--- src/rtl/mole_evaluator.sv ---
// mole_evaluator: whack-a-mole round engine. Places a mole in holes 0-4 using
// an 8-bit LFSR, times it with a divided game tick, and judges each guess
// edge from the button decoder as a hit or a miss. It tracks score and lives.
//
// Decoder contract: eval_now is a level-style valid with no ready. One guess
// is taken per rising edge of eval_now, and user_guess is sampled only in that
// cycle. Holding eval_now high never produces a second guess. The guess is
// judged in the cycle of the edge, and its effects are visible one cycle later.
module mole_evaluator #(
   parameter int TICK_DIV   = 1000000,
   parameter int MOLE_TICKS = 100,
   parameter int COOL_TICKS = 25,
   parameter int LIVES      = 3,
   parameter int SCORE_W    = 8
) (
   input  logic               clk,
   input  logic               rst_n,
   input  logic               start,
   input  logic               eval_now,
   input  logic [2:0]         user_guess,
   output logic [2:0]         mole_pos,
   output logic [SCORE_W-1:0] score,
   output logic [1:0]         lives,
   output logic               hit_pulse,
   output logic               miss_pulse,
   output logic               game_over
);

   localparam int TICK_W  = (TICK_DIV > 1) ? $clog2(TICK_DIV) : 1;
   localparam int TMAX    = (MOLE_TICKS > COOL_TICKS) ? MOLE_TICKS : COOL_TICKS;
   localparam int TIMER_W = $clog2(TMAX + 1);
   localparam logic [TICK_W-1:0]  TICK_LAST  = TICK_W'(TICK_DIV - 1);
   localparam logic [TIMER_W-1:0] MOLE_INIT  = TIMER_W'(MOLE_TICKS);
   localparam logic [TIMER_W-1:0] COOL_INIT  = TIMER_W'(COOL_TICKS);
   localparam logic [TIMER_W-1:0] TIMER_ONE  = TIMER_W'(1);
   localparam logic [1:0]         LIVES_INIT = 2'(LIVES);
   localparam logic [2:0]         NO_MOLE    = 3'd5;
   localparam logic [7:0]         LFSR_SEED  = 8'hA5;

   typedef enum logic [2:0] {
      S_IDLE     = 3'd0,
      S_SPAWN    = 3'd1,
      S_ACTIVE   = 3'd2,
      S_COOLDOWN = 3'd3,
      S_OVER     = 3'd4
   } state_t;

   state_t               state_q, state_d;
   logic [2:0]           mole_pos_q, mole_pos_d;
   logic [2:0]           prev_hole_q, prev_hole_d;
   logic [SCORE_W-1:0]   score_q, score_d;
   logic [1:0]           lives_q, lives_d;
   logic                 hit_q, hit_d;
   logic                 miss_q, miss_d;
   logic                 game_over_q, game_over_d;
   logic [TICK_W-1:0]    tick_cnt_q, tick_cnt_d;
   logic [TIMER_W-1:0]   timer_q, timer_d;
   logic [7:0]           lfsr_q, lfsr_d;
   logic                 start_q, start_d;
   logic                 eval_q, eval_d;

   logic                 tick;
   logic                 start_rise;
   logic                 eval_rise;
   logic [2:0]           guess;
   logic [2:0]           cand_mod;
   logic [2:0]           cand;
   logic                 timer_last;

   // Free-running helpers: tick divider, LFSR, input edge history, spawn candidate
   always_comb begin
      tick       = (tick_cnt_q == TICK_LAST);
      tick_cnt_d = tick ? '0 : tick_cnt_q + TICK_W'(1);
      // Fibonacci taps 8,6,5,4 (bits 7,5,4,3); a nonzero seed never reaches zero
      lfsr_d     = {lfsr_q[6:0], lfsr_q[7] ^ lfsr_q[5] ^ lfsr_q[4] ^ lfsr_q[3]};
      start_d    = start;
      eval_d     = eval_now;
      start_rise = start & ~start_q;
      eval_rise  = eval_now & ~eval_q;
      guess      = (user_guess > 3'd4) ? NO_MOLE : user_guess;
      timer_last = (timer_q <= TIMER_ONE);
      cand_mod   = (lfsr_q[2:0] >= 3'd5) ? (lfsr_q[2:0] - 3'd5) : lfsr_q[2:0];
      // Never place a mole in the same hole twice in a row
      if (cand_mod == prev_hole_q) begin
         cand = (cand_mod == 3'd4) ? 3'd0 : (cand_mod + 3'd1);
      end else begin
         cand = cand_mod;
      end
   end

   // Round FSM: next state plus registered outputs; pulses default low every cycle
   always_comb begin
      state_d     = state_q;
      mole_pos_d  = mole_pos_q;
      prev_hole_d = prev_hole_q;
      score_d     = score_q;
      lives_d     = lives_q;
      hit_d       = 1'b0;
      miss_d      = 1'b0;
      game_over_d = game_over_q;
      timer_d     = timer_q;
      unique case (state_q)
         S_IDLE: begin
            mole_pos_d = NO_MOLE;
            if (start_rise) state_d = S_SPAWN;
         end
         S_SPAWN: begin
            mole_pos_d  = cand;
            prev_hole_d = cand;
            timer_d     = MOLE_INIT;
            state_d     = S_ACTIVE;
         end
         S_ACTIVE: begin
            if (eval_rise && (guess == mole_pos_q)) begin
               // A hit outranks a timeout landing in the same cycle
               hit_d      = 1'b1;
               score_d    = (score_q == '1) ? score_q : score_q + SCORE_W'(1);
               mole_pos_d = NO_MOLE;
               timer_d    = COOL_INIT;
               state_d    = S_COOLDOWN;
            end else if ((eval_rise && (guess != NO_MOLE)) || (tick && timer_last)) begin
               miss_d     = 1'b1;
               lives_d    = lives_q - 2'd1;
               mole_pos_d = NO_MOLE;
               if (lives_q == 2'd1) begin
                  game_over_d = 1'b1;
                  state_d     = S_OVER;
               end else begin
                  timer_d = COOL_INIT;
                  state_d = S_COOLDOWN;
               end
            end else if (tick) begin
               timer_d = timer_q - TIMER_ONE;
            end
         end
         S_COOLDOWN: begin
            mole_pos_d = NO_MOLE;
            if (tick) begin
               if (timer_last) state_d = S_SPAWN;
               else            timer_d = timer_q - TIMER_ONE;
            end
         end
         S_OVER: begin
            mole_pos_d = NO_MOLE;
            if (start_rise) begin
               score_d     = '0;
               lives_d     = LIVES_INIT;
               game_over_d = 1'b0;
               state_d     = S_SPAWN;
            end
         end
         default: begin
            mole_pos_d = NO_MOLE;
            state_d    = S_IDLE;
         end
      endcase
   end

   // State and datapath registers, async active-low reset
   always_ff @(posedge clk or negedge rst_n) begin
      if (!rst_n) begin
         state_q     <= S_IDLE;
         mole_pos_q  <= NO_MOLE;
         prev_hole_q <= NO_MOLE;
         score_q     <= '0;
         lives_q     <= LIVES_INIT;
         hit_q       <= 1'b0;
         miss_q      <= 1'b0;
         game_over_q <= 1'b0;
         tick_cnt_q  <= '0;
         timer_q     <= '0;
         lfsr_q      <= LFSR_SEED;
         start_q     <= 1'b0;
         eval_q      <= 1'b0;
      end else begin
         state_q     <= state_d;
         mole_pos_q  <= mole_pos_d;
         prev_hole_q <= prev_hole_d;
         score_q     <= score_d;
         lives_q     <= lives_d;
         hit_q       <= hit_d;
         miss_q      <= miss_d;
         game_over_q <= game_over_d;
         tick_cnt_q  <= tick_cnt_d;
         timer_q     <= timer_d;
         lfsr_q      <= lfsr_d;
         start_q     <= start_d;
         eval_q      <= eval_d;
      end
   end

   assign mole_pos   = mole_pos_q;
   assign score      = score_q;
   assign lives      = lives_q;
   assign hit_pulse  = hit_q;
   assign miss_pulse = miss_q;
   assign game_over  = game_over_q;

endmodule

--- config.mk ---
export PLATFORM = sky130hd
export DESIGN_NAME = mole_evaluator
export DESIGN_NICKNAME = d
export VERILOG_FILES = /design/src/rtl/mole_evaluator.sv
export SDC_FILE = /design/constraint.sdc
export NUM_CORES = 1
export LEC_CHECK = 0
export ABC_AREA = 1
export BUFFER_PORTS_ARGS = -buffer_cell sky130_fd_sc_hd__buf_2
export CORE_AREA = 2 2 94 96
export DETAILED_ROUTE_END_ITERATION = 7
export DIE_AREA = 0 0 96 98
export PLACE_DENSITY_LB_ADDON = 0.3
export SYNTH_ARGS = -nofsm -noshare
export SYNTH_HDL_FRONTEND = slang
export SYNTH_SLANG_ARGS = --single-unit
export TNS_END_PERCENT = 1
--- constraint.sdc ---
create_clock -name clk -period 2.3 [get_ports clk]
set_input_delay 0.115 -clock clk [delete_from_list [all_inputs] [get_ports clk]]
set_output_delay 0.115 -clock clk [all_outputs]
set_load 0.02 [all_outputs]
==> reports/results.ini, run 1 <==
[final_layout]
ff_latch_area_um2=1490
mostFrequentLayoutCells=nand2_1 (118), inv_1 (72), dfrtp_1 (49)
drive_above_1_share_pct=16.0
layout_commonest_cell=nand2_1
syn2layout_area_growth_pct=14.4
final-instance-count-excl-fill=584
nets=487
diodes=0
multiInputGateArea_um2=1560
nFillCells=854

[clocking]
cts_tree=built
insertion_delay_ps=340
path_clk_slew_ps=70
h-tree-depth=3
clk_path_buf_depth=2
root_buffer=clkbuf_8
clock-sinks=59
numCtsBuffers=9
cts_resized=0

[worst_setup_path]
crit_arrival_ps=2290
cp_common_cell=inv_1
worstPathMaxFanout=4
path_cells=inv_1, ha_1, o21ai_1, inv_1, ha_1, inv_1, o21ai_0, inv_1, nand2_1, nand3_1, and2_1
crit_path_top_delay_cell=dfstp_2
cp_top_family=flip-flops
startpoint_type=flip-flop
critical_path_required_ps=2590
end_kind=flip-flop
critPathMaxStageDelay_ps=550
path_class=flip-flop to flip-flop
worst-path-buf-inv=4

[sta]
finalCritPeriodShare_pct=87.2
setup_tns_ps=0
fmax_mhz=499
hold_viol=0
finalMaxSlewViolations=0
tightest_slew_ps=676
worst_slack_ps=295
finalSetupViolCount=0
hold_slack_ps=342
finClkSkew_ps=6.07
grt_setup_unrepaired=false
fin_crit_ps=2000
slew_headroom_pct=54.9

[global_route]
grt_pass1_wl_um=11800
first_global_vias=2656
antenna_found_initial=0
grt_max_degree=31
grt_overflow_total=0
grt_usage_pct=15.9

[hold_path]
hp-class=input port to asynchronous set/reset pin

[synth]
mappedNetlistArea_um2=3350
yosysSeqAreaShare_pct=44.4
syn_inst=435
yosys_warnings=0
synth-seq-cells=59
synth_cell_type_count=36
synth_fp_nets=451
avgSynthCellArea_um2=7.70

[floorplan]
rows=34
ioPinCount=23
fp.dieH_um=98
core_area_um2=8470
start_util_pct=39.6
dieArea_um2=9410
fp.dieW_um=96

[run]
maxCapViolCount=0

[route]
wl_per_cell_um=11.2
routed_wl_um=6560
ant_nets=0
drc_errors=0
dr.pass1.iters=4
drt_iter0_drc=133
vias=2719
drt-vias-per-instance=4.66

[place]
pre_cts_slack_ps=308
port_buffers=22
hpwl_um=4860
gp_congestion=0.858
place_inst=565

[power]
p_total_mw=4.14
power_density_nw_per_um2=1080
vdd_drop_max_mv=0.715
leakage_nw=2.01

[outcome]
status=complete, no violations

power breakdown:
part           total [mW]  internal, mW  switching (mW)  leakage, nW
registers            1.52          1.30           0.221        0.743
clock network       0.935         0.524           0.412       0.0991
logic                1.69         0.624            1.06         1.17
final timing paths:
check,slack (ps),end,depth (start not counted),from
min,340,tick_cnt_q[3]$_DFF_PN0_,2,rst_n
max,300,prev_hole_q[0]$_DFFE_PN1P_,11,lfsr_q[0]$_DFF_PN1_
min reg2reg,350,lfsr_q[7]$_DFF_PN1_,0,lfsr_q[6]$_DFF_PN0_
max in group asynchronous,1300,lives[1]$_DFFE_PN1P_,3,rst_n
min in group clk,340,hit_pulse$_DFF_PN0_,6,user_guess[0]
max reg2reg,300,prev_hole_q[0]$_DFFE_PN1P_,11,lfsr_q[0]$_DFF_PN1_
repair_timing:
| action | 4_1_cts | 5_1_grt |
|---|---|---|
| setup buffers | 0 | 0 |
| endpoints found under the hold margin | 23 | 0 |
| hold buffers | 3 | 0 |
stage by stage:
stage          area [um^2]  util [%]
2_1_floorplan         3350         -
3_3_place_gp          3610      42.6
3_5_place_dp          3610      42.6
4_1_cts               3830      45.3
5_1_grt               3830      45.3
6_report              3830      45.3
cells in the mapped netlist, drive strengths merged:
| master | count | share of area [%] |
|---|---|---|
| o211ai | 2 | 0.45 |
| inv | 77 | 8.6 |
| or3 | 1 | 0.19 |
| o21ai | 31 | 4.9 |
| nand3 | 29 | 4.6 |
| nor2 | 45 | 6.3 |
| nand3b | 2 | 0.82 |
| dfrtp | 49 | 37 |
| dfstp | 10 | 7.8 |
| and2 | 2 | 0.37 |
| a211oi | 1 | 0.22 |
| nor3 | 4 | 0.93 |
| nand4 | 5 | 0.93 |
| xnor2 | 4 | 1.0 |
| xor2 | 16 | 4.2 |
| o21a | 1 | 0.22 |
| a31oi | 1 | 0.19 |
| clkinv | 1 | 0.15 |
| ha | 9 | 3.4 |
| buf | 1 | 0.22 |
| nand2 | 124 | 15 |
| a21oi | 16 | 2.5 |
| or2 | 2 | 0.37 |
| nor4 | 2 | 0.37 |
layout make-up:
| type | instances | share of cell area, % |
|---|---|---|
| repair buffers | 26 | 4.18 |
| well taps | 108 | 3.53 |
| clock buffers | 11 | 3.69 |
| multi-input cells | 297 | 40.7 |
| clock inverters | 5 | 1.37 |
| inverters | 78 | 7.67 |
| flip-flops and latches | 59 | 38.9 |
metal layers:
layer / part of all wire, % / GRT usage (%) / vias to the layer above
met3: 3.6 / 3.16 / 11
li1: - / - / 1429
met1: 50 / 21.9 / 1239
met4: 2.2 / 7.47 / 0
met5: 0 / 0 / -
met2: 44 / 24.0 / 40
sequential cells by signal, summed over array words and instances, names as in the netlist, 2 cells and up:
register	flops
lfsr_q	8
lives	2
mole_pos	3
prev_hole_q	3
score	8
state_q	3
tick_cnt_q	20
timer_q	7
cell families after synthesis:
group / Yosys count / synth area share, %
flip-flops: 59 / 44.4
AND/OR/NAND/NOR: 216 / 29.5
AO/OA/AOI/OAI: 52 / 8.44
buffers and inverters: 79 / 9.00
XOR/XNOR: 20 / 5.23
adder cells (fa/ha/maj): 9 / 3.36
worst reg2reg max path: cells and delay by family, from the launching register on:
kind | cells | cell delay, ps
DFF | 1 | 550
AOI/OAI and AO/OA | 2 | 320
buffers and inverters | 4 | 280
adders and majority gates | 2 | 530
and+or+nand+nor | 3 | 260
Power figures use the tool's default switching activity.
==> run 2, diff against run 1 <==
Settings changed: CORE_AREA 2 2 94 96 to 2 2 89 91, DIE_AREA 0 0 96 98 to 0 0 91 93, SKIP_CTS_REPAIR_TIMING set to 1.
==> run 2 against run 1 <==
Compared with the run above:
- die area is 10% lower
- cell area is 0.88% lower
- routed wire length is 0.40% higher
- fmax is 0.48% higher
- cell count is 0.86% lower
- critical path depth is 3 higher
- worst hold slack better by 12 ps
- critical endpoint unchanged
==> reports/results.ini, run 2 (synthesized netlist as in run 1, its figures left out) <==
[global_route]
grt_usage_pct=17.1
grt_max_degree=32
first_global_vias=2607
grt_overflow_total=0
grt_pass1_wl_um=11600
antenna_found_initial=0

[final_layout]
final-instance-count-excl-fill=579
drive_above_1_share_pct=15.7
syn2layout_area_growth_pct=13.4
utilization_pct=50.5
largest_register_ffs=20
stdcell_area_um2=3800
regMostFlops=tick_cnt_q
layout_commonest_cell=nand2_1
diodes=0
mostFrequentLayoutCells=nand2_1 (118), inv_1 (72), dfrtp_1 (49)
nets=488
nFillCells=761

[worst_setup_path]
critPathMaxStageDelay_ps=420
cp_top_family=simple AND/OR/NAND/NOR gates
path_class=flip-flop to flip-flop
critical_path_required_ps=2570
worstPathMaxFanout=5
path_cells=inv_1, ha_1, o21ai_2, inv_1, nand2_1, nand2_1, inv_1, ha_1, inv_1, o21ai_0, inv_1, nand2_1, nand3_1, and2_1
cp_common_cell=inv_1
crit_arrival_ps=2270
worst-path-buf-inv=5
end_kind=flip-flop
startpoint_type=flip-flop
crit_path_top_delay_cell=dfrtp_1

[sta]
finalCritPeriodShare_pct=86.7
finalMaxSlewViolations=0
finClkSkew_ps=9.52
setup_tns_ps=0
slew_headroom_pct=52.5
fmax_mhz=501
worst_slack_ps=305
finalSetupViolCount=0
tightest_slew_ps=712
fin_crit_ps=2000
hold_viol=0
grt_setup_unrepaired=false
hold_slack_ps=354

[floorplan]
ioPinCount=23
start_util_pct=44.5
core_area_um2=7530
fp.dieH_um=93
rows=32
fp.dieW_um=91
dieArea_um2=8460

[route]
drc_errors=0
routed_wl_um=6580
vias=2772
dr.pass1.iters=4
wl_per_cell_um=11.4
ant_nets=0
drt_iter0_drc=127
drt-vias-per-instance=4.79

[clocking]
path_clk_slew_ps=60
cts_tree=built
root_buffer=clkbuf_8
insertion_delay_ps=340
clk_path_buf_depth=2
h-tree-depth=3
clock-sinks=59
numCtsBuffers=9

[power]
p_sw_share_pct=41.6
sequentialPowerShare_pct=37.4
vdd_drop_max_mv=0.671
p_total_mw=4.05
combPwrFrac_pct=41.9
clkPwrFrac_pct=20.7
p_int_mw=2.37
power_density_nw_per_um2=1070
p_switching_mw=1.68
leakage_nw=2.00

[hold_path]
hp-class=flip-flop to flip-flop

[run]
maxCapViolCount=0

[place]
pre_cts_slack_ps=328
gp_congestion=0.865
place_inst=560
port_buffers=22
placed_cell_area_um2=3600
hpwl_um=4900

[outcome]
status=complete, no violations

[run 2: cell count changes in the layout (fill, tap and decap cells not counted), sizes merged]
cell,delta
clkbuf,+3
buf,+1
bufinv,-1
clkinv,-1
clkinvlp,-1
[run 2: worst reg2reg max path, cell delays in order, from the launching register on]
cell and delay [ps]:
dfrtp_1 420, inv_1 90, ha_1 210, o21ai_2 180
inv_1 60, nand2_1 70, nand2_1 110, inv_1 90
ha_1 160, inv_1 40, o21ai_0 150, inv_1 60
nand2_1 60, nand3_1 80, and2_1 160
[run 2: path summary, 6_finish.rpt]
| check | end | cells past startpoint | startpoint | slack, ps |
|---|---|---|---|---|
| min | lfsr_q[7]$_DFF_PN1_ | 0 | lfsr_q[6]$_DFF_PN0_ | 350 |
| max reg2reg | prev_hole_q[0]$_DFFE_PN1P_ | 14 | lfsr_q[1]$_DFF_PN0_ | 300 |
| min reg2reg | lfsr_q[7]$_DFF_PN1_ | 0 | lfsr_q[6]$_DFF_PN0_ | 350 |
| min in group asynchronous | tick_cnt_q[12]$_DFF_PN0_ | 2 | rst_n | 360 |
| max in group asynchronous | prev_hole_q[0]$_DFFE_PN1P_ | 3 | rst_n | 1180 |
| max | prev_hole_q[0]$_DFFE_PN1P_ | 14 | lfsr_q[1]$_DFF_PN0_ | 300 |
[run 2: area by class of cell]
| class | instances | area, um^2 | share of cell area [%] |
|---|---|---|---|
| Sequential cell | 59 | 1490 | 39.2 |
| Inverter | 78 | 294 | 7.74 |
| Tap cell | 102 | 128 | 3.36 |
| Clock inverter | 2 | 10.0 | 0.264 |
| Clock buffer | 14 | 163 | 4.28 |
| Multi-Input combinational cell | 297 | 1560 | 41.1 |
| Timing Repair Buffer | 27 | 155 | 4.08 |
[run 2: power groups by stage]
stage                     logic, mW  registers, mW  clock network (mW)
after floorplan                1.19           1.63                   0
after global placement         1.67           1.53                   0
after detailed placement       1.70           1.53                   0
after CTS                      1.71           1.52               0.858
after global routing           1.94           1.55               0.905
final                          1.70           1.52               0.840
[run 2: metal layers]
layer / up-vias / GRT usage (%) / share of wire, %
li1: 1431 / - / -
met1: 1296 / 23.2 / 50
met2: 39 / 26.4 / 45
met3: 6 / 4.83 / 3.3
met4: 0 / 5.93 / 1.2
met5: - / 0 / 0
==> run 3, diff against run 2 <==
Settings changed: MAX_ROUTING_LAYER set to met4.
==> run 3 against run 2 <==
Compared with the run above:
- worst setup slack worse by 2.8 ps
- sequential power hardly changed
- utilization stayed put
- combinational power hardly changed
- total power hardly changed
- cell count stayed put
- critical endpoint unchanged
==> reports/results.ini, run 3 (synthesized netlist as in run 1, its figures left out) <==
[final_layout]
largest_register_ffs=20
multiInputGateArea_um2=1560
ff_latch_area_um2=1490
nFillCells=761
diodes=0
nets=488
regMostFlops=tick_cnt_q
mostFrequentLayoutCells=nand2_1 (118), inv_1 (72), dfrtp_1 (49)
syn2layout_area_growth_pct=13.4
layout_commonest_cell=nand2_1
drive_above_1_share_pct=15.7

[power]
leakage_nw=2.00
sequentialPowerShare_pct=37.4
power_density_nw_per_um2=1070
vdd_drop_max_mv=0.671
p_switching_mw=1.68
p_int_mw=2.37
clkPwrFrac_pct=20.7
combPwrFrac_pct=41.9
p_sw_share_pct=41.5

[global_route]
grt_pass1_wl_um=11600
grt_max_degree=32
grt_usage_pct=17.5
first_global_vias=2603
grt_overflow_total=0
antenna_found_initial=0

[worst_setup_path]
critPathMaxStageDelay_ps=420
r2r.worst_path.cells=14
cp_common_cell=inv_1
timing.rr.end=prev_hole_q[0]$_DFFE_PN1P_
path_class=flip-flop to flip-flop
path_cells=inv_1, ha_1, o21ai_2, inv_1, nand2_1, nand2_1, inv_1, ha_1, inv_1, o21ai_0, inv_1, nand2_1, nand3_1, and2_1
startpoint_type=flip-flop
crit_path_top_delay_cell=dfrtp_1
end_kind=flip-flop
critical_path_required_ps=2570
worstPathMaxFanout=5
r2r-start=lfsr_q[1]$_DFF_PN0_
crit_arrival_ps=2270
r2r_slack_ps=300

[clocking]
clk_path_buf_depth=2
path_clk_slew_ps=60
insertion_delay_ps=340
root_buffer=clkbuf_8
numCtsBuffers=9
cts_tree=built
h-tree-depth=3
clock-sinks=59

[hold_path]
hp-class=flip-flop to flip-flop
hold_start=lfsr_q[6]$_DFF_PN0_
holdPathStages=0
whs_endpoint=lfsr_q[7]$_DFF_PN1_

[sta]
finalCritPeriodShare_pct=86.9
finClkSkew_ps=9.34
worst_slack_ps=302
finalSetupViolCount=0
grt_setup_unrepaired=false
setup_tns_ps=0
tightest_slew_ps=708
fin_crit_ps=2000
hold_viol=0
finalMaxSlewViolations=0
fmax_mhz=501
slew_headroom_pct=52.8

[route]
drt_iter0_drc=126
drc_errors=0
wl_per_cell_um=11.3
routed_wl_um=6570
vias=2772
ant_nets=0
drt-vias-per-instance=4.79
dr.pass1.iters=4

[place]
pre_cts_slack_ps=328
hpwl_um=4900
gp_congestion=0.879
port_buffers=22

[floorplan]
rows=32
dieArea_um2=8460
core_area_um2=7530
fp.dieW_um=91
start_util_pct=44.5
ioPinCount=23
fp.dieH_um=93

[outcome]
status=complete, no violations

[run]
maxCapViolCount=0

-- run 3: area by class of cell --
| cell class | count | area share [%] |
|---|---|---|
| multi-input combinational | 297 | 41.1 |
| sequential | 59 | 39.2 |
| inverter | 78 | 7.74 |
| clock buffer | 14 | 4.28 |
| timing repair buffer | 27 | 4.08 |
| tap | 102 | 3.36 |
| clock inverter | 2 | 0.264 |
-- run 3: metrics by stage --
step / utilization (%) / cells / hold slack (ps) / instance area, um^2 / power [mW]
after floorplan: - / 435 / -181 / 3350 / 2.82
after global placement: 47.8 / 560 / 225 / 3600 / 3.20
after detailed placement: 47.8 / 560 / 220 / 3600 / 3.24
after CTS: 50.1 / 576 / -148 / 3770 / 4.09
after global routing: 50.5 / 579 / 369 / 3800 / 4.40
final: 50.5 / 579 / 354 / 3800 / 4.05
-- run 3: how the worst max path moves through the flow --
| stage | startpoint | to | depth (start not counted) |
|---|---|---|---|
| floorplan | lfsr_q[0]$_DFF_PN1_ | prev_hole_q[0]$_DFFE_PN1P_ | 11 |
| global placement | mole_pos[2]$_DFFE_PN1P_ | score[4]$_DFFE_PN0P_ | 9 |
| global route | lfsr_q[1]$_DFF_PN0_ | prev_hole_q[0]$_DFFE_PN1P_ | 14 |
| finish | lfsr_q[1]$_DFF_PN0_ | prev_hole_q[0]$_DFFE_PN1P_ | 14 |
| CTS | lfsr_q[1]$_DFF_PN0_ | prev_hole_q[0]$_DFFE_PN1P_ | 14 |
| detailed placement | lfsr_q[1]$_DFF_PN0_ | prev_hole_q[0]$_DFFE_PN1P_ | 14 |
-- run 3: metal layers --
layer | vias to the layer above | track usage [%] | part of all wire [%]
met3 | 7 | 4.83 | 3.4
li1 | 1431 | - | -
met1 | 1296 | 23.2 | 50
met2 | 38 | 26.3 | 45
met5 | - | - | 0
met4 | 0 | 5.93 | 1.3
-- run 3: worst max-delay path, delay by kind of cell, from the launching register on --
family	cells	cell delay, ps
DFF	1	420
AOI/OAI and AO/OA	2	330
buffers and inverters	5	340
adders and majority gates	2	370
and+or+nand+nor	5	470
-- run 3: power groups by stage --
stage	logic, mW	clock network, mW	registers (mW)
final	1.70	0.837	1.52
after global routing	1.94	0.903	1.55
after CTS	1.71	0.858	1.52
after detailed placement	1.70	0	1.53
after global placement	1.67	0	1.53
after floorplan	1.19	0	1.63
